### config.mk
export PLATFORM = sky130hd
export DESIGN_NAME = pin_route_sequencer
export DESIGN_NICKNAME = d
export VERILOG_FILES = /design/src/rtl/pin_route_sequencer.sv
export SDC_FILE = /design/constraint.sdc
export NUM_CORES = 1
export LEC_CHECK = 0
export BUFFER_PORTS_ARGS = -buffer_cell sky130_fd_sc_hd__buf_2
export CAP_MARGIN = 40
export CORE_UTILIZATION = 40
export CTS_BUF_LIST = sky130_fd_sc_hd__clkbuf_2 sky130_fd_sc_hd__clkbuf_4 sky130_fd_sc_hd__clkbuf_8
export DETAILED_ROUTE_END_ITERATION = 10
export GPL_TIMING_DRIVEN = 0
export PLACE_DENSITY = 0.65
export RECOVER_POWER = 50
export SLEW_MARGIN = 20
export SYNTH_ARGS = -nofsm -noshare
export SYNTH_HDL_FRONTEND = slang
export SYNTH_SLANG_ARGS = --single-unit
### constraint.sdc
create_clock -name clk_cog -period 4.85 [get_ports clk_cog]
set_input_delay 0 -clock clk_cog [delete_from_list [all_inputs] [get_ports clk_cog]]
set_output_delay 0 -clock clk_cog [all_outputs]
set_load 0.05 [all_outputs]
### src/rtl/pin_route_sequencer.sv
// Sequences pin-route mux changes: gate affected drivers and freeze inputs, drain,
// switch the select, settle, then release. Prop Plug wins pmodD over the alternate PS/2 route.
module pin_route_sequencer #(
  parameter int unsigned DRAIN_CYCLES  = 16,
  parameter int unsigned SETTLE_CYCLES = 64
) (
  input  logic       clk_cog,
  input  logic       nres,
  input  logic [3:0] req_sel,
  input  logic       hold,
  output logic [3:0] route_sel,
  output logic [3:0] oe_gate,
  output logic [3:0] in_freeze,
  output logic       busy,
  output logic       conflict,
  output logic       change_pulse
);

  typedef enum logic [1:0] {
    IDLE   = 2'd0,
    DRAIN  = 2'd1,
    SWITCH = 2'd2,
    SETTLE = 2'd3
  } state_t;

  localparam logic [15:0] DRAIN_LOAD  = 16'(DRAIN_CYCLES - 32'd1);
  localparam logic [15:0] SETTLE_LOAD = 16'(SETTLE_CYCLES - 32'd1);

  state_t      state_r, state_s;
  logic [15:0] cnt_r, cnt_s;
  logic [3:0]  pend_r, pend_s;
  logic [3:0]  target_r, target_s;
  logic [3:0]  route_r, route_s;
  logic [3:0]  oe_r, oe_s;
  logic [3:0]  freeze_r, freeze_s;
  logic        busy_r, busy_s;
  logic        conflict_r;
  logic        pulse_r, pulse_s;
  logic [3:0]  eff_s;
  logic [3:0]  diff_s;

  // Prop Plug on pmodD masks the alternate PS/2 request.
  assign eff_s  = {req_sel[3:1], req_sel[0] & ~req_sel[3]};
  assign diff_s = eff_s ^ route_r;

  // Next-state and next-output logic for the sequencer.
  always_comb begin
    state_s  = state_r;
    cnt_s    = cnt_r;
    pend_s   = pend_r;
    target_s = target_r;
    route_s  = route_r;
    oe_s     = oe_r;
    freeze_s = freeze_r;
    busy_s   = busy_r;
    pulse_s  = 1'b0;
    case (state_r)
      IDLE: begin
        if ((diff_s != 4'b0000) && !hold) begin
          pend_s   = diff_s;
          target_s = eff_s;
          oe_s     = ~diff_s;
          freeze_s = diff_s;
          busy_s   = 1'b1;
          cnt_s    = DRAIN_LOAD;
          state_s  = DRAIN;
        end else begin
          state_s = IDLE;
        end
      end
      DRAIN: begin
        if (cnt_r == 16'd0) begin
          state_s = SWITCH;
        end else begin
          cnt_s = cnt_r - 16'd1;
        end
      end
      SWITCH: begin
        route_s = (route_r & ~pend_r) | (target_r & pend_r);
        pulse_s = 1'b1;
        cnt_s   = SETTLE_LOAD;
        state_s = SETTLE;
      end
      SETTLE: begin
        if (cnt_r == 16'd0) begin
          oe_s     = 4'b1111;
          freeze_s = 4'b0000;
          busy_s   = 1'b0;
          state_s  = IDLE;
        end else begin
          cnt_s = cnt_r - 16'd1;
        end
      end
      default: begin
        oe_s     = 4'b1111;
        freeze_s = 4'b0000;
        busy_s   = 1'b0;
        cnt_s    = 16'd0;
        state_s  = IDLE;
      end
    endcase
  end

  // State and output registers.
  always_ff @(posedge clk_cog or negedge nres) begin
    if (!nres) begin
      state_r    <= IDLE;
      cnt_r      <= 16'd0;
      pend_r     <= 4'b0000;
      target_r   <= 4'b0000;
      route_r    <= 4'b0000;
      oe_r       <= 4'b1111;
      freeze_r   <= 4'b0000;
      busy_r     <= 1'b0;
      conflict_r <= 1'b0;
      pulse_r    <= 1'b0;
    end else begin
      state_r    <= state_s;
      cnt_r      <= cnt_s;
      pend_r     <= pend_s;
      target_r   <= target_s;
      route_r    <= route_s;
      oe_r       <= oe_s;
      freeze_r   <= freeze_s;
      busy_r     <= busy_s;
      conflict_r <= req_sel[3] & req_sel[0];
      pulse_r    <= pulse_s;
    end
  end

  assign route_sel    = route_r;
  assign oe_gate      = oe_r;
  assign in_freeze    = freeze_r;
  assign busy         = busy_r;
  assign conflict     = conflict_r;
  assign change_pulse = pulse_r;

endmodule

; ---- Yosys cells after proc, flatten, opt, wreduce, memory -nomap -nowiden
; Index checks and enable logic that the tools add are counted.
[word_totals]
reg_bits = 41
inputBits = 7
word_cells = 55
[classes]
n_addsub = 1
n_eq_ne = 7
n_mux = 17
bitwise = 9
n_reduce_logical = 11
[ops]
columns = cell, count
row1 = 16-bit case mux with 3 select lines, 1
row2 = 16-bit two-way mux, 2
row3 = 16-bit logical NOT, 1
row4 = 4-bit two-way mux, 4
row5 = 4-bit case mux with 2 select lines, 2
row6 = "16-bit by 1-bit subtractor with 16-bit output, second input constant", 1
row7 = 4-bit bitwise AND, 2
row8 = "2-bit inequality test, second input constant", 4
row9 = 4-bit inverter, 2
row10 = 2-bit case mux with 4 select lines, 1
row11 = 2-bit AND reduction, 3
row12 = "2-bit == test, second input constant", 2
row13 = 1-bit two-way mux, 4
row14 = 2-bit two-way mux, 2
row15 = 4-bit OR, 1
row16 = 4-bit nonzero test, 1
row17 = 4-bit XOR, 1
row18 = 3-bit AND reduction, 1
row19 = 1-bit bitwise AND, 2
row20 = "2-bit by 1-bit == test with 1-bit output, second input constant", 1
row21 = 2-bit logical NOT, 1
row22 = 1-bit case mux with 2 select lines, 1
row23 = 2-bit nonzero test, 1
row24 = 2-bit OR reduction, 1
row25 = 3 further kinds, 3

; ---- Logic depth before layout (Yosys ltp)
[depth]
ltp_word = 7
ltp_mapped = 8
depth_no_buf = 7

; ---- Worst setup path before layout
; OpenSTA, ideal clock, no wires.
[synth_path]
kind = register -> register
from = register cnt_r[0]
to = register cnt_r[3]
setup_time_ns = 0.136
arrival_ns = 2.119
t_required_ns = 4.714
path_slack_ns = 2.596
stages_incl_launch_ff = 8
n_path_buf = 0
synth_period_minus_slack_ns = 2.254
path_cell_list = dfrtp_1 inv_1 ha_1 or4b_1 or4_4 nor2_4 or2_2 a211oi_2
[synth_between]
elab_chain_len = 3
[synth_rtl]
columns = item, line_no
row1 = from (decl), 30  ; logic [15:0] cnt_r, cnt_s;
row2 = from (signal assigned), 119  ; cnt_r <= cnt_s;
row3 = 16-bit by 1-bit subtractor with 16-bit output or 16-bit logical NOT (tied branches), n/a
row4 = 16-bit two-way mux or 2-bit inequality test (tied branches), n/a
row5 = 16-bit case mux with 3 select lines or 2-bit AND reduction (tied branches), n/a
; Parallel ways exist; a longest one is shown, timed or not. The select of a mux whose other input is x is not followed.
; A chain may end at the register's enable or synchronous reset.

; ---- Worst setup path after layout
[layout_path]
from = register state_r[0]
to = register cnt_r[12]
[layout_between]
elab_chain_len = 4
[layout_rtl]
columns = item, line_no
row1 = from (decl), 29  ; state_t state_r, state_s;
row2 = from (signal assigned), 118  ; state_r <= state_s;
row3 = 2-bit == test or 2-bit by 1-bit == test with 1-bit output (tied branches), 57  ; case (state_r)
row4 = 2-bit OR reduction (no source line), n/a
row5 = 2-bit inequality test (no source line), n/a
row6 = 2-bit AND reduction (no source line), n/a
; Parallel ways exist; a longest one is shown, timed or not.

==> summary by stage <==
Logic synthesis
The synthesis-stage register bit count is 41. Counting flops with an async set or reset pin after synthesis yields a share of 100%. The share of the yosys chip area belonging to registers is 48.4%. The gate count of the mapped netlist is 212.

The synthesized netlist devotes 18.0% of its cell area to compound gates. For this run, the number of Yosys warnings is 0. By area, the combinational part of the netlist is dominated by simple AND/OR/NAND/NOR gates. Synthesis produced a netlist with a net count of 225. The synthesized area divided by synthesized cell count is 10.0 um2. Summing the areas of all and, or, nand and nor instances in the mapped netlist gives 18.2% of the synthesized area. The share of cell area taken by muxes after synthesis is 5.23%.

The number of unique standard cell types used by synthesis is 44. The cell area that synthesis handed to floorplanning was 0.00213 mm2. The flip-flop cell with the highest count after synthesis is sky130_fd_sc_hd__dfrtp_1.

The number of enable-type register cells in the synthesized netlist is 0. The area share of fa/ha/maj cells after synthesis is 3.53%. Summing the areas of all xor and xnor instances in the mapped netlist gives 2.06% of the synthesized area.

Setup path
Broken down by cell family, the worst path's largest delay share belongs to simple AND/OR/NAND/NOR gates. STA classifies the critical path endpoint as a flip-flop. The type of origin of the critical path is a flip-flop. In this run the critical register-to-register path is captured at cnt_r[12]$_DFFE_PN0P_. On the critical path, the stage with the largest delay is an instance of sky130_fd_sc_hd__dfrtp_1. On the worst path, the slowest cell contributes a delay of 0.52 ns.

The buffer and inverter count on the worst path is 3. The worst register-to-register path has a depth of 8. The required time of the critical path is 5.03 ns. The register-to-register setup slack is 2.28 ns. Walking the worst path, the cells encountered are ha_1 -> clkbuf_1 -> nor2_1 -> or2_2 -> buf_1 -> or3_1 -> buf_2 -> o41ai_1. The critical setup path kind is reg2reg. STA puts the critical path data arrival time at 2.75 ns.

The number of stages on the worst setup path is 8. The reg-to-reg critical path startpoint is state_r[0]$_DFFE_PN0P_. Of all nets on the critical path, the largest fanout is 10.

CTS
Clock latency on the worst-skew pair, taken at its later pin, is 0.30 ns. Clock-pin slew was measured on the worst setup and hold paths at 0.08 ns. The clock passes through at most 2 buffers. The CTS tree is done. The clock root buffer is sky130_fd_sc_hd__clkbuf_8. The H-tree depth is 2. After clock tree synthesis, the setup repair step added 0 buffers. Clock tree synthesis inserted a total of 5 buffers.

CTS saw 41 sinks.

Run
The number of maximum-capacitance constraint violations is 0.

Finish
The synthesis-to-layout area growth is 15.5%. The library cell used most frequently in the layout, excluding fill and tap cells, is sky130_fd_sc_hd__dfrtp_1. The post-route netlist has 20.6% of its cells at a drive strength greater than 1. In the layout the commonest cells are 37 x sky130_fd_sc_hd__dfrtp_1, 17 x sky130_fd_sc_hd__buf_2, 15 x sky130_fd_sc_hd__nor2_1, 15 x sky130_fd_sc_hd__nand2_1, 15 x sky130_fd_sc_hd__o31ai_1. The final layout net count is 259. The antenna diode count is 0. After routing the design area is 0.00246 mm2.

Global route
The global-route met3 utilization is 4.02%. The number of antenna violations at the first check in global routing is 0. In the global route stage, overall resource usage came out at 17.3%. In this run the most used layer during global routing was met2. The global-route track usage on met2 is 26.8%. The met1 global-route usage is 23.1%.

The via count of the first global-routing pass is 1539. Entering global routing, the biggest net connects 28 pins. The global-route wire length before repair is 7.27 mm.

Global routing finished with a remaining overflow of 0.

STA
The worst path in the final design needs a cycle of 2.57 ns, including I/O delays and setup. The max-slew headroom at the worst pin is 7.87%. The final-report max-slew violation count is 0. The maximum clock rate is 0.390 GHz. The post-route clock period utilization is 52.9%. Setup violations remaining at the end of the flow were counted as 0. The count of endpoints failing hold in the final timing report is 0.

The transition time at the pin with the least slew margin is 1.38 ns. Setup repair after global routing left no endpoint under its margin. After routing, the total negative slack on setup checks comes to 0 ns. For the final database, setup skew stands at 0.00912 ns.

Floorplanning
The area of the core is 0.00511 mm2. Once the floorplan was initialized, standard cells occupied 41.7% of the core. The die covers 0.00562 mm2. The vertical die dimension is 74.9 um. The floorplan step set the die width to 74.9 um. 22 I/O pins were placed. The standard-cell row count is 26.

Status
The flow ran to the end, and the final reports show no timing, DRC or antenna violations.

Routing
Once detail routing completed, the nets flagged for antenna violations numbered 0. The first detailed-routing pass ran for 4 iterations. Using the TritonRoute via totals, the vias-per-cell ratio works out to 5.26.

The final layout contains routed wiring with a total length of 4.24 mm. For this block, the initial DRC count from the detailed router was 123. After detailed routing, the average wire length per cell comes to 13.4 um. For this run, design rule violations remaining after detail routing come to 0.

Detailed routing inserted a total of 1669 vias.

Min path
The worst-case hold path end point is target_r[3]$_DFFE_PN0P_. In this run the most critical hold path is launched from req_sel[3]. The min-delay analysis places its worst path in the category in2reg. Counting instances, the worst hold path has a depth of 2.

Place
The congestion estimate from routability-driven global placement came to 0.799. After detailed placement, the total cell area comes to 0.00234 mm2. In this run the tool buffered the top-level ports with 21 buffer cells. The detailed-placement wirelength estimate is 3.12 mm.

Power
The maximum vdd drop is 0.0948 mV. The leakage power is 1.08 nW. The power per cell area is 244 mW/mm2.
[per-stage QoR]
step	utilization (%)	hold WS, ns	setup WS, ns	std cells	power, W
finish	48.1	0.0152	2.28	317	0.000599
global route	48.1	0.0323	2.06	317	0.000625
CTS	48.7	0.00447	2.27	317	0.000609
detailed placement	45.8	-0.0619	2.29	304	0.000368
global placement	45.4	0.183	2.33	303	0.000366
floorplan	-	-0.296	2.60	212	0.000355
[per-layer routing]
layer | part of all wire [%] | wire length [um] | vias to the layer above
met5 | 0 | 0 | -
met4 | 1.8 | 78 | 0
met3 | 3.5 | 150 | 7
met2 | 45 | 1890 | 34
met1 | 50 | 2110 | 796
li1 | - | - | 832
[worst max-delay path by stage]
stage | end | start
global placement | in_freeze[0]$_DFFE_PN0P_ | cnt_r[0]$_DFFE_PN0P_
detailed placement | cnt_r[12]$_DFFE_PN0P_ | state_r[0]$_DFFE_PN0P_
global route | cnt_r[12]$_DFFE_PN0P_ | state_r[0]$_DFFE_PN0P_
finish | cnt_r[12]$_DFFE_PN0P_ | state_r[0]$_DFFE_PN0P_
floorplan | cnt_r[3]$_DFFE_PN0P_ | cnt_r[0]$_DFFE_PN0P_
CTS | cnt_r[12]$_DFFE_PN0P_ | state_r[0]$_DFFE_PN0P_
[area by class of cell]
type,instances,area [um2]
fillers,506,2650
flip-flops and latches,41,1030
multi-input cells,149,1000
repair buffers,27,149
well taps,70,87.6
clock buffers,5,68.8
plain buffers,10,50.0
inverters,12,45.0
clock inverters,3,25.0
[cells in the mapped netlist (all sizes together), types with 2 or more instances]
library cell   n  area [um2]
dfrtp         37         926
nor2          16        67.6
nand2         15        56.3
o31ai         15         113
o21ai         13        68.8
inv           12        45.0
a21oi         11        58.8
nor3          10        50.1
mux2           9         101
buf            6        35.0
ha             6        75.1
nor4           5        31.3
or2            5        31.3
or3            5        31.3
xnor2          5        43.8
a21o           4        30.0
clkbuf         4        15.0
dfstp          4         105
nand3          4        20.0
a211oi         3        37.5
o41ai          3        26.3
or4            3        26.3
and2           2        12.5
nand2b         2        12.5
nor2b          2        12.5
[kinds of logic after synthesis]
kind of cell               Yosys count
AOI/OAI and AO/OA                   55
xor gates and xnor gates             5
adders and majority gates            6
buffers and inverters               22
DFF                                 41
muxes                               10
and+or+nand+nor                     73
[sequential cells by signal, indices dropped and copies added (netlist names), 2 cells and up, named ones only]
register,count
in_freeze,4
oe_gate,4
state_r,2
target_r,4
pend_r,4
cnt_r,16
[where the power goes]
group | switching [W] | internal, W | total, W
clock | 0.000132 | 0.000105 | 0.000237
combinational | 0.0000127 | 0.00000710 | 0.0000198
sequential | 0.0000000808 | 0.000342 | 0.000342
total | 0.000145 | 0.000454 | 0.000599
[repair_timing]
item | in CTS | in global routing
setup endpoints to repair | 0 | 0
resized for setup | 0 | 0
hold buffers | 5 | 0
endpoints found under the hold margin | 40 | 0
Note: power is estimated with default switching activity, not from simulation.
